**src/rtl/regfile_wb_arbiter_if.sv**
```systemverilog
// ---------------------------------------------------------------------------
// regfile_wb_arbiter_if
//   Bundles the two writeback requesters, the register-file write port and
//   the status outputs of regfile_wb_arbiter.
//
//   Requester A (ALU/execute) : a_valid, a_addr, a_data -> a_ready
//   Requester B (memory load) : b_valid, b_addr, b_data -> b_ready
//   Register-file write port  : WE3, WA3, WD3 (registered, commit on negedge)
//   Status                    : busy (CLEAR sweep running), stall_cnt
//
//   modport slave  : the arbiter side
//   modport master : the requester / register-file side
// ---------------------------------------------------------------------------
interface regfile_wb_arbiter_if #(
   parameter int ADDR_SIZE  = 5,
   parameter int DATA_WIDTH = 32,
   parameter int CNT_WIDTH  = 16
) ();
   logic                  a_valid;
   logic [ADDR_SIZE-1:0]  a_addr;
   logic [DATA_WIDTH-1:0] a_data;
   logic                  a_ready;

   logic                  b_valid;
   logic [ADDR_SIZE-1:0]  b_addr;
   logic [DATA_WIDTH-1:0] b_data;
   logic                  b_ready;

   logic                  WE3;
   logic [ADDR_SIZE-1:0]  WA3;
   logic [DATA_WIDTH-1:0] WD3;

   logic                  busy;
   logic [CNT_WIDTH-1:0]  stall_cnt;

   modport slave (
      input  a_valid, a_addr, a_data,
      output a_ready,
      input  b_valid, b_addr, b_data,
      output b_ready,
      output WE3, WA3, WD3,
      output busy, stall_cnt
   );

   modport master (
      output a_valid, a_addr, a_data,
      input  a_ready,
      output b_valid, b_addr, b_data,
      input  b_ready,
      input  WE3, WA3, WD3,
      input  busy, stall_cnt
   );
endinterface

```
**src/rtl/regfile_wb_arbiter.sv**
```systemverilog
// ---------------------------------------------------------------------------
// regfile_wb_arbiter
//   Owns the single register-file write port (WE3/WA3/WD3) of the multicycle
//   MIPS core. After reset it sweeps registers 1..2**ADDR_SIZE-1 to zero, then
//   each cycle grants the port to one of two writeback requesters:
//     A = ALU/execute writeback, B = memory-load writeback.
//   Write-port outputs are registered on posedge CLK so they are stable when
//   the register file commits on the following negedge.
//
// Ports
//   CLK  : core clock, all state changes on posedge
//   rst  : asynchronous, active-high reset
//   bus  : regfile_wb_arbiter_if.slave
//          a_*/b_* valid/ready requester handshakes (ready is combinational),
//          WE3/WA3/WD3 write port, busy (sweep running), stall_cnt
//          (saturating count of RUN cycles with an ungranted valid request)
//
// Configuration
//   RFARB_ROUND_ROBIN_EN : when defined, a tie goes to the requester that was
//                          not granted last (first tie after reset goes to A).
//                          When undefined, A always wins a tie.
// ---------------------------------------------------------------------------
module regfile_wb_arbiter #(
   parameter int ADDR_SIZE  = 5,
   parameter int DATA_WIDTH = 32,
   parameter int CNT_WIDTH  = 16
) (
   input logic                 CLK,
   input logic                 rst,
   regfile_wb_arbiter_if.slave bus
);

   typedef enum logic {
      CLEAR = 1'b0,
      RUN   = 1'b1
   } state_t;

   localparam logic [ADDR_SIZE-1:0] LAST_ADDR = '1;
   localparam logic [ADDR_SIZE-1:0] FIRST_CLR = {{(ADDR_SIZE-1){1'b0}}, 1'b1};
   localparam logic [CNT_WIDTH-1:0] CNT_MAX   = '1;

   state_t                state_q, state_d;
   logic [ADDR_SIZE-1:0]  clr_addr_q, clr_addr_d;
   logic                  we_q, we_d;
   logic [ADDR_SIZE-1:0]  wa_q, wa_d;
   logic [DATA_WIDTH-1:0] wd_q, wd_d;
   logic                  busy_q, busy_d;
   logic [CNT_WIDTH-1:0]  stall_cnt_q, stall_cnt_d;

   logic gnt_a, gnt_b;
   logic tie_to_a;   // who wins when both requesters are valid
   logic stall;

`ifdef RFARB_ROUND_ROBIN_EN
   // 1 = last handshake went to B. Resets to B so the first tie goes to A.
   logic last_b_q, last_b_d;

   assign tie_to_a = last_b_q;

   always_comb begin
      last_b_d = last_b_q;
      if (gnt_a && bus.a_valid) begin
         last_b_d = 1'b0;
      end else if (gnt_b && bus.b_valid) begin
         last_b_d = 1'b1;
      end
   end

   always_ff @(posedge CLK or posedge rst) begin
      if (rst) begin
         last_b_q <= 1'b1;
      end else begin
         last_b_q <= last_b_d;
      end
   end
`else
   assign tie_to_a = 1'b1;
`endif

   // -----------------------------------------------------------------------
   // Grant: only in RUN. A lone valid requester always wins; a tie is
   // resolved by tie_to_a. While rst is high state_q is CLEAR, so both
   // readies are held low.
   // -----------------------------------------------------------------------
   always_comb begin
      gnt_a = 1'b0;
      gnt_b = 1'b0;
      if (state_q == RUN) begin
         if (bus.a_valid && bus.b_valid) begin
            gnt_a = tie_to_a;
            gnt_b = !tie_to_a;
         end else begin
            gnt_a = bus.a_valid;
            gnt_b = bus.b_valid;
         end
      end
   end

   assign bus.a_ready = gnt_a;
   assign bus.b_ready = gnt_b;

   // A valid request that was not granted this RUN cycle. Requests held
   // during the CLEAR sweep are not stalls.
   assign stall = (state_q == RUN) &&
                  ((bus.a_valid && !gnt_a) || (bus.b_valid && !gnt_b));

   // -----------------------------------------------------------------------
   // Next state / write-port issue
   // -----------------------------------------------------------------------
   always_comb begin
      state_d     = state_q;
      clr_addr_d  = clr_addr_q;
      we_d        = 1'b0;
      wa_d        = wa_q;
      wd_d        = wd_q;
      busy_d      = busy_q;
      stall_cnt_d = stall_cnt_q;

      case (state_q)
         CLEAR: begin
            // Register 0 is skipped: the sweep starts at 1 and ends at the
            // top address, 2**ADDR_SIZE-1 cycles in total.
            we_d       = 1'b1;
            wa_d       = clr_addr_q;
            wd_d       = '0;
            clr_addr_d = clr_addr_q + 1'b1;
            if (clr_addr_q == LAST_ADDR) begin
               state_d = RUN;
               busy_d  = 1'b0;
            end
         end

         RUN: begin
            if (gnt_a) begin
               wa_d = bus.a_addr;
               wd_d = bus.a_data;
               // $0 is hardwired: the handshake completes but no write issues.
               we_d = (bus.a_addr != '0);
            end else if (gnt_b) begin
               wa_d = bus.b_addr;
               wd_d = bus.b_data;
               we_d = (bus.b_addr != '0);
            end
            if (stall && (stall_cnt_q != CNT_MAX)) begin
               stall_cnt_d = stall_cnt_q + 1'b1;
            end
         end

         default: begin
            state_d = CLEAR;
         end
      endcase
   end

   // -----------------------------------------------------------------------
   // State registers. Reset drops any in-flight write (WE3 low at once) and
   // restarts the sweep from register 1.
   // -----------------------------------------------------------------------
   always_ff @(posedge CLK or posedge rst) begin
      if (rst) begin
         state_q     <= CLEAR;
         clr_addr_q  <= FIRST_CLR;
         we_q        <= 1'b0;
         wa_q        <= '0;
         wd_q        <= '0;
         busy_q      <= 1'b1;
         stall_cnt_q <= '0;
      end else begin
         state_q     <= state_d;
         clr_addr_q  <= clr_addr_d;
         we_q        <= we_d;
         wa_q        <= wa_d;
         wd_q        <= wd_d;
         busy_q      <= busy_d;
         stall_cnt_q <= stall_cnt_d;
      end
   end

   assign bus.WE3       = we_q;
   assign bus.WA3       = wa_q;
   assign bus.WD3       = wd_q;
   assign bus.busy      = busy_q;
   assign bus.stall_cnt = stall_cnt_q;

endmodule
```
**src/flat_wrapper.sv**
```systemverilog
// flat-port wrapper written by rule: the top's interface ports become plain ports
module regfile_wb_arbiter_flat 
#(
   parameter int ADDR_SIZE  = 5,
   parameter int DATA_WIDTH = 32,
   parameter int CNT_WIDTH  = 16
)
  (CLK, rst, bus_a_valid, bus_a_addr, bus_a_data, bus_a_ready, bus_b_valid, bus_b_addr, bus_b_data, bus_b_ready, bus_WE3, bus_WA3, bus_WD3, bus_busy, bus_stall_cnt);
  regfile_wb_arbiter_if #(.ADDR_SIZE(ADDR_SIZE), .DATA_WIDTH(DATA_WIDTH), .CNT_WIDTH(CNT_WIDTH)) bus_i ();
  input logic CLK;
  input logic rst;
  input wire logic [$bits(bus_i.a_valid)-1:0] bus_a_valid;
  input wire logic [$bits(bus_i.a_addr)-1:0] bus_a_addr;
  input wire logic [$bits(bus_i.a_data)-1:0] bus_a_data;
  output wire logic [$bits(bus_i.a_ready)-1:0] bus_a_ready;
  input wire logic [$bits(bus_i.b_valid)-1:0] bus_b_valid;
  input wire logic [$bits(bus_i.b_addr)-1:0] bus_b_addr;
  input wire logic [$bits(bus_i.b_data)-1:0] bus_b_data;
  output wire logic [$bits(bus_i.b_ready)-1:0] bus_b_ready;
  output wire logic [$bits(bus_i.WE3)-1:0] bus_WE3;
  output wire logic [$bits(bus_i.WA3)-1:0] bus_WA3;
  output wire logic [$bits(bus_i.WD3)-1:0] bus_WD3;
  output wire logic [$bits(bus_i.busy)-1:0] bus_busy;
  output wire logic [$bits(bus_i.stall_cnt)-1:0] bus_stall_cnt;
  assign bus_i.a_valid = bus_a_valid;
  assign bus_i.a_addr = bus_a_addr;
  assign bus_i.a_data = bus_a_data;
  assign bus_a_ready = bus_i.a_ready;
  assign bus_i.b_valid = bus_b_valid;
  assign bus_i.b_addr = bus_b_addr;
  assign bus_i.b_data = bus_b_data;
  assign bus_b_ready = bus_i.b_ready;
  assign bus_WE3 = bus_i.WE3;
  assign bus_WA3 = bus_i.WA3;
  assign bus_WD3 = bus_i.WD3;
  assign bus_busy = bus_i.busy;
  assign bus_stall_cnt = bus_i.stall_cnt;
  regfile_wb_arbiter #(.ADDR_SIZE(ADDR_SIZE), .DATA_WIDTH(DATA_WIDTH), .CNT_WIDTH(CNT_WIDTH)) u_core (.CLK(CLK), .rst(rst), .bus(bus_i));
endmodule
```
**config.mk**
```make
export PLATFORM = sky130hd
export DESIGN_NAME = regfile_wb_arbiter_flat
export DESIGN_NICKNAME = d
export VERILOG_FILES = /design/src/rtl/regfile_wb_arbiter_if.sv /design/src/rtl/regfile_wb_arbiter.sv /design/src/flat_wrapper.sv
export SDC_FILE = /design/constraint.sdc
export NUM_CORES = 1
export LEC_CHECK = 0
export BUFFER_PORTS_ARGS = -buffer_cell sky130_fd_sc_hd__buf_4
export CORE_ASPECT_RATIO = 0.7
export CORE_UTILIZATION = 43
export CTS_CLUSTER_DIAMETER = 120
export DETAILED_ROUTE_END_ITERATION = 8
export PLACE_DENSITY = 0.79
export SLEW_MARGIN = 0
export SYNTH_ARGS = -nofsm -noshare
export SYNTH_HDL_FRONTEND = slang
export SYNTH_SLANG_ARGS = --single-unit
export TNS_END_PERCENT = 50
```
**constraint.sdc**
```tcl
create_clock -name CLK -period 1.7 [get_ports CLK]
set_input_delay 0.255 -clock CLK [delete_from_list [all_inputs] [get_ports CLK]]
set_output_delay 0.255 -clock CLK [all_outputs]
set_load 0.02 [all_outputs]
```
==> results of run 1 <==
-- Yosys cell counts, types with 2 or more instances --
cell / count
nand3_1: 3
nand4_1: 3
or4_1: 2
xnor2_1: 4
buf_4: 2
mux2_2: 7
nand2_1: 13
mux2i_1: 37
ha_1: 3
clkbuf_1: 11
buf_2: 5
nor4_1: 5
nor3_1: 3
inv_1: 3
dfstp_2: 2
xor2_1: 12
dfrtp_1: 59
o21ai_0: 7
and3_1: 3
a21oi_1: 36
nor2_1: 67
a211oi_1: 3
-- power groups by stage --
stage               clock network (mW)  registers (mW)  logic (mW)
finish                            1.40            1.71       0.973
global route                      1.49            1.73        1.06
CTS                               1.43            1.71       0.986
detailed placement                   0            1.74       0.981
global placement                     0            1.72       0.967
floorplan                            0            1.88       0.356
-- sequential cells by signal, indices dropped and copies added, names as in the netlist --
register / cells
u_core.bus.stall_cnt: 16
u_core.state_q: 1
u_core.clr_addr_q: 5
u_core.bus.WE3: 1
u_core.bus.busy: 1
u_core.bus.WD3: 32
u_core.bus.WA3: 5
-- cell families after synthesis --
| family | count (synthesis) |
|---|---|
| DFF | 61 |
| adders and majority gates | 3 |
| AOI/OAI and AO/OA | 49 |
| and+or+nand+nor | 110 |
| xor gates and xnor gates | 16 |
| buffers and inverters | 23 |
| muxes | 45 |
-- path summary, 6_finish.rpt --
check,startpoint,end,slack (ps)
setup / recovery,u_core.bus.stall_cnt[0],u_core.bus.stall_cnt[1],90
hold / removal,bus_a_data[21],u_core.bus.WD3[21],160
setup reg to reg,u_core.bus.stall_cnt[0],u_core.bus.stall_cnt[1],90
hold reg to reg,u_core.bus.busy,u_core.bus.busy,480
max in group asynchronous,rst,u_core.clr_addr_q[0],730
min in group asynchronous,rst,u_core.bus.WD3[12],550
-- worst max-delay path: cells and delay by family, from the launching register on --
| kind | cells | cell delay [ps] |
|---|---|---|
| fa+ha+maj | 1 | 230 |
| mux | 1 | 310 |
| flops | 1 | 400 |
| simple gates | 2 | 430 |
| compound gates | 1 | 130 |
-- cell type report --
class                      count  area, µm²  area share
clock buffer                  10        128      0.0289
multi-input combinational    223       1430       0.324
sequential                    61       1530       0.347
inverter                       4       18.8     0.00425
tap                           94        118      0.0267
clock inverter                 6       86.3      0.0196
timing repair buffer         143       1100       0.250
-- metrics by stage --
step,worst slack [ps],setup TNS [ps],util
floorplan,74.5,0,-
global placement,181,0,0.614
detailed placement,71.1,0,0.614
CTS,78.4,0,0.647
global route,-12.4,-12.4,0.647
finish,90.9,0,0.647
-- timing repair --
action | in CTS | in global routing
setup endpoints to repair | 0 | 1
hold buffers | 1 | 0
gates resized for setup | 0 | 0
endpoints found under the hold margin | 23 | 0
-- routing by layer --
metal	up-vias	wire [µm]
met4	0	61
met5	-	0
met2	87	3690
met1	1281	3670
li1	1330	-
met3	6	564
==> summary by stage, run 1 <==
Placed design
Port buffering added 134 buffers. Counting tap cells, the placed design contains a total of 524 instances. Summing all placed instances gives a cell area of 0.00419 mm². The weighted congestion reported at the end of routability-driven placement is 0.844. After legalization and detailed placement, the total HPWL measured 5.94 mm.

Floorplan
The core outline area is approximately 0.007 mm². The I/O pin count is between 100 and 150. From bottom edge to top edge, the die measures 72.6 µm. For this configuration, the core starts out at a cell density of 0.449. The die covers 0.00746 mm². The floorplan row count is 25.

The die is just over 100 µm wide.

Worst setup path
The endpoint arrival time on the critical path is 1820 ps. The kind of launch point of the worst setup path is a flip-flop. The worst setup path is captured at a flip-flop.

At the worst endpoint, the required time is between 1500 and 2000 ps. The signal on the critical path passes through ha_1 > nand2_1 > nor3_4 > a21boi_2 > mux2_4. The critical path is of the reg2reg type. The worst reg-to-reg path cell count is 5. The largest individual stage delay along the critical path comes from the cell dfrtp_1.

The worst-path maximum fanout is 8. The stage delay of the slowest cell on the critical path is 400 ps.

Global route
For this run, global-route usage on met2 was measured as 0.333. In the global route stage, met1 resource usage came out at 0.286. The number of antenna violations at the first check in global routing is 0. After global routing, the most crowded layer is met2. The first global-routing pass estimated 12.0 mm of wire.

The number of global-route vias before repair was 2471. The largest net degree at the start of global routing is 79. Summed over all layers, the global routing overflow is 0. The met3 capacity usage during global routing is 0.0670. The overall routing resource usage is 0.215.

Synth
Yosys mapped a number of flops with a built-in enable equal to 0. The post-synthesis instance total is 307. The synthesized-area fraction occupied by ao, oa, aoi and oai cells was 0.0863. The predominant post-synthesis flop cell is dfrtp_1. After synthesis the cells add up to 0.00306 mm². The post-synthesis cell type with the largest combined area is dfrtp_1. The Yosys step of the flow raised 0 warnings. The share of synthesized area spent on multiplexers is 0.152. The share of the Yosys chip area taken by registers is 0.500. Of the total synthesized cell area, the portion taken by AND, OR, NAND and NOR gates is 0.172.

After synthesis, the cell types taking the most area are dfrtp_1 48%, mux2i_1 12%, nor2_1 8.2%. Of the total synthesized cell area, the portion taken by XOR and XNOR cells is 0.0458. Of the post-synthesis cell area, the dominant cell type holds 0.482.

The synthesized design contains roughly 60 register bits. The average instance in the mapped netlist occupies roughly 10 µm². The fraction of synthesis flops using an asynchronous set or reset pin is 1.00. Counting every net in the synthesized netlist gives 388. The number of library cell types mapped by synthesis is 39. The synthesized-area fraction occupied by adder cells is 0.0123.

The largest family of logic cells by synthesized area is simple AND/OR/NAND/NOR gates.

STA
The max-slew violation total from the final report is 0. At the pin with the least slew margin, the transition time is 479 ps. The final cycle utilization of the critical path is 0.947.

The setup skew after layout is 4.40 ps. Derived from the worst setup path, the maximum achievable clock frequency is 621 MHz. The final critical-path required period is 1610 ps. The worst hold slack across all endpoints is between 150 and 200 ps.

Setup repair after global routing could not meet its margin everywhere. The setup violation total in the final timing report is 0. The number of endpoints with negative hold slack in the final report was 0.

Headroom to the max-slew limit came out at 0.681.

CTS
TritonCTS built the clock tree. In this run the deepest clock path goes through 2 buffers. In this run the number of H-tree levels came out at 3. The clock drives 61 sinks.

The number of post-CTS setup repair buffers is 0. The cell at the root of the clock tree is clkbuf_8. Clock-pin slew was measured on the worst setup and hold paths at 70 ps. The clock latency reported for the late side of the worst-skew pair is 330 ps. The number of clock buffers added by TritonCTS is 9.

Pwr
In this run the power spent charging and discharging nets is about 1.2 mW. The clock share of power is 0.342. The internal power consumption is 2.89 mW. Of the total power, the share spent switching nets is 0.293.

The combinational fraction of design power is 0.238. VDD sags by at most 0.492 mV. For this design the static power due to leakage is 2.30 nW. The design draws 4.08 mW. The sequential power share is 0.420. For this design the ratio of total power to cell area is 925 mW/mm².

Final layout
The library cell used most frequently in the layout, excluding fill and tap cells, is buf_4. Of the cells placed in the final design, the portion with a size suffix greater than 1 is 0.394. After routing the design area is 0.00441 mm². The number of nets in the layout is 523. For this run, the number of standard cells in the final layout without fillers is roughly 540. In the layout the commonest cells are 140 x buf_4, 67 x nor2_1, 59 x dfrtp_1. The number of diodes added for antenna fixing is 0. The layout filler cell count is 561. Relative to the synthesized area, the layout overhead comes to 44.2%.

Drt
The total DRC errors in the routed layout is 0. The overall via count from detail_route is 2704. The post-detailed-route wirelength per cell is 14.8 µm. In this run, the number of DRC markers left after iteration 0 of detailed routing was 104.

The number of optimization iterations in the first detailed-route pass is 4. The detail route stage leaves a number of antenna-violating nets equal to 0. The final wirelength is 7.98 mm. The average via count per standard cell is 5.00.

Run status
The run finished with clean final reports.

Worst hold path
The worst hold path passes through 3 cells. The worst min-delay path class is in2reg.

Run
Across the run, the number of max-cap violations was 0.
Note: power is estimated with default switching activity, not from simulation.
==> run 2: changes to the inputs <==
==> constraint.sdc (replaced) <==
create_clock -name CLK -period 1.7 [get_ports CLK]
set_input_delay 0.34 -clock CLK [delete_from_list [all_inputs] [get_ports CLK]]
set_output_delay 0.34 -clock CLK [all_outputs]
set_load 0.02 [all_outputs]
==> run 2 against run 1 <==
- first-iteration DRC count decreased by 34%
- non-clock buffer count increased by 2
- register-to-register slack improved by 20 ps
- worst setup slack improved by 16 ps
- critical path type is now reg2out
- critical endpoint is now bus_b_ready
- highest routed layer unchanged
==> summary by stage, run 2 (synthesis gave the netlist of run 1 again) <==
Run status
Outcome: completed (unchanged).

STA
The final cycle utilization of the critical path came to 0.937 (was 0.947). The worst hold slack across all endpoints is 80.6 ps (was 162 ps). The tightest slew margin relative to the limit is 0.722 (was 0.681). The max-slew violation total from the final report was 0 (unchanged). The measured slew at the worst slew-check pin is 412 ps (was 479 ps). The final critical-path required period is 1590 ps (was 1610 ps). The setup skew after layout is 9.08 ps (was 4.40 ps). The setup violation total in the final timing report is 0 (unchanged). The number of endpoints with negative hold slack in the final report is 0 (unchanged). The total negative slack for setup checks is 0 ps (unchanged). The peak clock frequency supported by timing was 628 MHz (was 621 MHz).

Global route
The largest net degree at the start of global routing is 62 (was 79). The sum of overflow across all layers after global routing is 0 (unchanged). The overall routing resource usage is 0.214 (was 0.215). The number of antenna violations at the first check in global routing is 0 (unchanged). The first-pass GRT wire length is 11.9 mm (was 12.0 mm). The number of global-route vias before repair is 2389 (was 2471).

Floorplan
The overall die width is 103 µm (unchanged). The die boundary height is 72.6 µm (unchanged). The die area is 0.00746 mm² (unchanged). The floorplan row count was 25 (unchanged). The I/O pin count was 135 (unchanged).

The initial cell density of the core is 0.449 (unchanged). The core outline area is 0.00682 mm² (unchanged).

Drt
The post-detailed-route wirelength per cell is 14.8 µm (about the same). The antenna violation net count after detailed routing is 0 (unchanged). The final wirelength was 8.05 mm (was 7.98 mm). The number of optimization iterations in the first detailed-route pass is 4 (unchanged). The overall via count from detail_route is 2718 (was 2704). The total DRC errors in the routed layout is 0 (unchanged). The starting DRC count in detailed routing is 69 (was 104). The average via count per standard cell came to 5.01 (was 5.00).

Worst setup path
The classification of the worst setup path is reg2out (was reg2reg). The kind of launch point of the worst setup path is a flip-flop (unchanged). The stage delay of the slowest cell on the critical path is 410 ps (was 400 ps). The critical path's top delay family is flip-flops (was simple AND/OR/NAND/NOR gates). The endpoint required time on the critical path is 1360 ps (was 1910 ps). The endpoint arrival time on the critical path is 1250 ps (was 1820 ps). Cells traversed along the worst timing path: clkinv_1 > nor3b_2 > buf_4 (was ha_1 > nand2_1 > nor3_4 > a21boi_2 > mux2_4). The number of buffers and inverters on the critical path came to 2 (was 0). The cell type of the slowest stage on the worst timing path was dfrtp_1 (unchanged). The worst-path maximum fanout is 4 (was 8). The critical path capture point type is an output pin (was flip-flop).

Placed design
The count of input and output buffers is 134 (unchanged). The weighted congestion reported at the end of routability-driven placement is 0.883 (was 0.844). The post-detailed-placement half-perimeter wirelength is 5.97 mm (was 5.94 mm). The placed cell area is 0.00420 mm² (was 0.00419 mm²).

Pwr
The static leakage came to 2.31 nW (was 2.30 nW). The maximum vdd drop is 0.557 mV (was 0.492 mV). The total power divided by cell area is 928 mW/mm² (was 925 mW/mm²). The power after layout is 4.11 mW (was 4.08 mW).

CTS
The clock tree from TritonCTS was done (unchanged). The number of hold buffers added after cts is 0 (was 1). The depth of the CTS H-tree is 3 (unchanged). The clock-pin slew reported for the worst setup and hold paths after clock tree synthesis is 70 ps (about the same). The clock sink count was 61 (unchanged).

The total CTS buffers is 9 (unchanged). The buffer depth of the longest clock path is 2 (unchanged). The clock latency reported for the late side of the worst-skew pair is 340 ps (was 330 ps). The cell at the root of the clock tree was clkbuf_8 (unchanged).

Final layout
The area growth from synthesis to final layout is 44.8% (was 44.2%). The fraction of layout cells with a size suffix above 1 was 0.396 (was 0.394). The layout filler cell count was 571 (was 561). The most common library cell in the layout ignoring fill and taps is buf_4 (unchanged). The number of diodes added for antenna fixing is 0 (unchanged). Most frequent cells in the layout: 143 x buf_4, 67 x nor2_1, 59 x dfrtp_1 (was 140 x buf_4, 67 x nor2_1, 59 x dfrtp_1). The number of flip-flops in the largest register is 32 (unchanged). The final design utilization is 0.650 (was 0.647). The number of nets in the layout was 525 (was 523). The final cell area excluding filler cells is 0.00443 mm² (was 0.00441 mm²).

Run
The number of violations of the max-capacitance limit is 0 (unchanged).

Worst hold path
The worst min-delay path class is in2async (was in2reg).
[run 2: cell types whose count changed in the layout (fill, tap and decap cells not counted), sizes merged]
cell	previous run	this run
buf	142	145
clkbuf	10	13
clkinv	3	2
clkinvlp	2	1
dlygate4sd3	1	0
inv	3	2
[run 2: final cells by class]
class,instances,area (µm²),share of cell area
clock buffers,13,149,0.0336
clock inverters,3,68.8,0.0155
inverters,4,18.8,0.00423
multi-input cells,223,1440,0.324
flip-flops and latches,61,1530,0.345
well taps,94,118,0.0265
repair buffers,145,1110,0.251
[run 2: stage by stage]
stage / worst slack, ps / cells
3_5_place_dp: 125 / 526
3_3_place_gp: 163 / 526
6_report: 107 / 543
2_1_floorplan: -95.5 / 307
4_1_cts: 53.0 / 542
5_1_grt: -1.61 / 543
[run 2: metal layers]
layer / routed length, µm / GRT usage / vias to the layer above
met5: 0 / 0 / -
met4: 89 / 0.0563 / 0
met3: 726 / 0.0785 / 11
met2: 3690 / 0.321 / 104
met1: 3550 / 0.293 / 1268
li1: - / - / 1335
[run 2: path summary, 6_finish.rpt]
path | startpoint | end | slack [ps] | cells past startpoint
worst min register to register | u_core.bus.busy | u_core.bus.busy | 480 | 1
worst min-delay path | rst | u_core.bus.stall_cnt[13] | 80 | 3
max in group asynchronous | rst | u_core.bus.busy | 1300 | 3
min in group CLK | bus_a_data[27] | u_core.bus.WD3[27] | 240 | 3
worst max-delay path | u_core.state_q | bus_b_ready | 110 | 3
worst max register to register | u_core.bus.stall_cnt[4] | u_core.bus.stall_cnt[1] | 110 | 4
[run 2: worst register-to-register path: cells and delay by family, from the launching register on]
kind	cells	cell delay, ps
simple gates	2	520
flops	1	430
compound gates	1	230
mux	1	310
[run 2: power by group]
group,leakage [nW],switching (mW),total (mW),internal (mW)
sequential,0.749,0.113,1.70,1.59
clock,0.108,0.547,1.42,0.871
combinational,1.45,0.512,0.992,0.480
[run 2: repair_timing]
| action | CTS | global route |
|---|---|---|
| resized for setup | 0 | 1 |
| buffers inserted | 0 | 1 |
| setup endpoints to repair | 0 | 2 |
==> run 3: changes to the inputs <==
--- a/config.mk
+++ b/config.mk
@@ -6,7 +6,7 @@
 export NUM_CORES = 1
 export LEC_CHECK = 0
 export BUFFER_PORTS_ARGS = -buffer_cell sky130_fd_sc_hd__buf_4
-export CORE_ASPECT_RATIO = 0.7
+export CORE_ASPECT_RATIO = 0.75
 export CORE_UTILIZATION = 43
 export CTS_CLUSTER_DIAMETER = 120
 export DETAILED_ROUTE_END_ITERATION = 8
==> run 3 against run 2 <==
- flip-flop and latch count stayed put
- first-iteration DRC count grew 29%
- die area hardly changed
- sequential share of layout area decreased by 0.11 points
- clock-buffer cell count is 1 lower
- global-route usage up 0.38 points
- sequential power is essentially flat
- final area grew 0.31%
- via count is 2.2% higher
- critical endpoint is now u_core.bus.stall_cnt[15]
- largest cell class unchanged
==> summary by stage, run 3 (synthesis gave the netlist of run 1 again) <==
Final layout
The area growth from synthesis to final layout is 45.3% (was 44.8%). The number of nets in the layout is 529 (was 525). The most common library cell in the layout ignoring fill and taps is buf_4 (unchanged). The number of diodes added for antenna fixing is 0 (unchanged). Most frequent cells in the layout: 148 x buf_4, 67 x nor2_1, 59 x dfrtp_1 (was 143 x buf_4, 67 x nor2_1, 59 x dfrtp_1). The final design utilization is 0.651 (was 0.650). The footprint of the multi-input gates came to 0.00144 mm² (about the same). The layout filler cell count is 558 (was 571).

The number of flip-flops in the largest register was 32 (unchanged). The area taken by flip-flops and latches was 0.00153 mm² (unchanged). The fraction of layout cells with a size suffix above 1 came to 0.406 (was 0.396).

Global route
The first-pass GRT wire length is 12.4 mm (was 11.9 mm). The overall routing resource usage is 0.217 (was 0.214). The largest net degree at the start of global routing is 62 (unchanged). The sum of overflow across all layers after global routing was 0 (unchanged). The number of antenna violations at the first check in global routing is 0 (unchanged).

The number of global-route vias before repair came to 2591 (was 2389).

Pwr
The maximum vdd drop is 0.486 mV (was 0.557 mV). The static leakage is 2.34 nW (was 2.31 nW). The power after layout is 4.13 mW (was 4.11 mW). The total power divided by cell area came to 929 mW/mm² (was 928 mW/mm²).

STA
The number of endpoints with negative hold slack in the final report is 0 (unchanged). The peak clock frequency supported by timing was 614 MHz (was 628 MHz). The final critical-path required period came to 1630 ps (was 1590 ps).

The final cycle utilization of the critical path is 0.958 (was 0.937). The setup violation total in the final timing report is 0 (unchanged). The max-slew violation total from the final report is 0 (unchanged). The measured slew at the worst slew-check pin is 372 ps (was 412 ps).

The tightest slew margin relative to the limit is 0.749 (was 0.722). The setup skew after layout came to 8.05 ps (was 9.08 ps).

Worst setup path
The endpoint arrival time on the critical path is 1890 ps (was 1250 ps). The endpoint required time on the critical path was 1960 ps (was 1360 ps). The reg-to-reg startpoint is u_core.bus.stall_cnt[0] (was u_core.bus.stall_cnt[4]).

The kind of launch point of the worst setup path is a flip-flop (unchanged). The critical path capture point type was a flip-flop (was output pin). The worst reg-to-reg path cell count is 6 (was 4). The endpoint of the lowest-slack register-to-register path is u_core.bus.stall_cnt[15] (was u_core.bus.stall_cnt[1]). The classification of the worst setup path was reg2reg (was reg2out). The reg2reg setup slack is 70 ps (was 110 ps).

The worst-path maximum fanout is 4 (unchanged).

Drt
The number of optimization iterations in the first detailed-route pass came to 4 (unchanged). The final wirelength is 7.93 mm (was 8.05 mm). The total DRC errors in the routed layout is 0 (unchanged). The starting DRC count in detailed routing is 89 (was 69).

The antenna violation net count after detailed routing is 0 (unchanged). The post-detailed-route wirelength per cell is 14.8 µm (about the same). The overall via count from detail_route is 2778 (was 2718). The average via count per standard cell is 5.17 (was 5.01).

Placed design
The count of input and output buffers is 134 (unchanged). The weighted congestion reported at the end of routability-driven placement is 0.888 (was 0.883). The post-detailed-placement half-perimeter wirelength is 5.81 mm (was 5.97 mm).

Worst hold path
The worst min-delay path class is in2async (unchanged).

CTS
The clock-pin slew reported for the worst setup and hold paths after clock tree synthesis is 70 ps (about the same). The cell at the root of the clock tree is clkbuf_8 (unchanged). The clock latency reported for the late side of the worst-skew pair was 340 ps (about the same). The buffer depth of the longest clock path is 2 (unchanged). The total CTS buffers is 9 (unchanged). The depth of the CTS H-tree is 3 (unchanged). The clock sink count is 61 (unchanged).

The clock tree from TritonCTS is done (unchanged). The number of hold buffers added after cts is 0 (unchanged).

Floorplan
The die boundary height was 75.1 µm (was 72.6 µm). The core outline area was 0.00683 mm² (was 0.00682 mm²). The initial cell density of the core is 0.448 (was 0.449). The die area was 0.00746 mm² (about the same). The floorplan row count came to 26 (was 25). The overall die width was 99.4 µm (was 103 µm). The I/O pin count was 135 (unchanged).

Run
The number of violations of the max-capacitance limit is 0 (unchanged).

Run status
Outcome: completed (unchanged).
## run 3: power breakdown
group / internal [mW] / switching (mW) / total (mW)
logic: 0.471 / 0.510 / 0.980
clock network: 0.901 / 0.548 / 1.45
registers: 1.59 / 0.114 / 1.70
## run 3: per-stage QoR
| step | TNS, ps | setup WS (ps) | hold WS, ps | area (µm²) | instances |
|---|---|---|---|---|---|
| after global placement | 0 | 175 | 450 | 4190 | 518 |
| after floorplan | -95.5 | -95.5 | 452 | 3060 | 307 |
| after global routing | -25.6 | -25.6 | 94.7 | 4450 | 537 |
| final | 0 | 70.6 | 84.1 | 4450 | 537 |
| after detailed placement | 0 | 85.5 | 460 | 4190 | 518 |
| after CTS | 0 | 74.8 | 85.6 | 4420 | 534 |
## run 3: layout make-up
type | count | area share
clock buffers | 12 | 0.0349
clock inverters | 4 | 0.0158
inverters | 4 | 0.00422
multi-input cells | 223 | 0.323
flip-flops and latches | 61 | 0.344
well taps | 84 | 0.0236
repair buffers | 149 | 0.254
## run 3: routing by layer
layer | up-vias | track usage | wire [µm]
met5 | - | 0 | 0
li1 | 1342 | - | -
met3 | 12 | 0.0715 | 567
met1 | 1312 | 0.284 | 3590
met2 | 112 | 0.352 | 3670
met4 | 0 | 0.0637 | 100
## run 3: how the worst max path moves through the flow
stage / from / to / slack [ps] / depth (start not counted)
after global placement: bus_b_valid / u_core.bus.stall_cnt[15] / 180 / 5
after floorplan: bus_b_valid / bus_b_ready / -100 / 4
after CTS: u_core.bus.stall_cnt[12] / u_core.bus.stall_cnt[1] / 70 / 4
final: u_core.bus.stall_cnt[0] / u_core.bus.stall_cnt[15] / 70 / 6
after detailed placement: u_core.bus.stall_cnt[12] / u_core.bus.stall_cnt[1] / 90 / 4
after global routing: u_core.bus.stall_cnt[0] / u_core.bus.stall_cnt[15] / -30 / 6
## run 3: timing repair
action | CTS | global route
resized for setup | 0 | 2
buffers inserted | 0 | 3
endpoints found under the setup margin | 0 | 1
## run 3: critical path: stages, from the launching register on
cell and delay, ps:
dfrtp_1 420, ha_1 250, nand2_1 120, nor3_4 70
buf_4 140, nor4_1 360, xor2_1 190
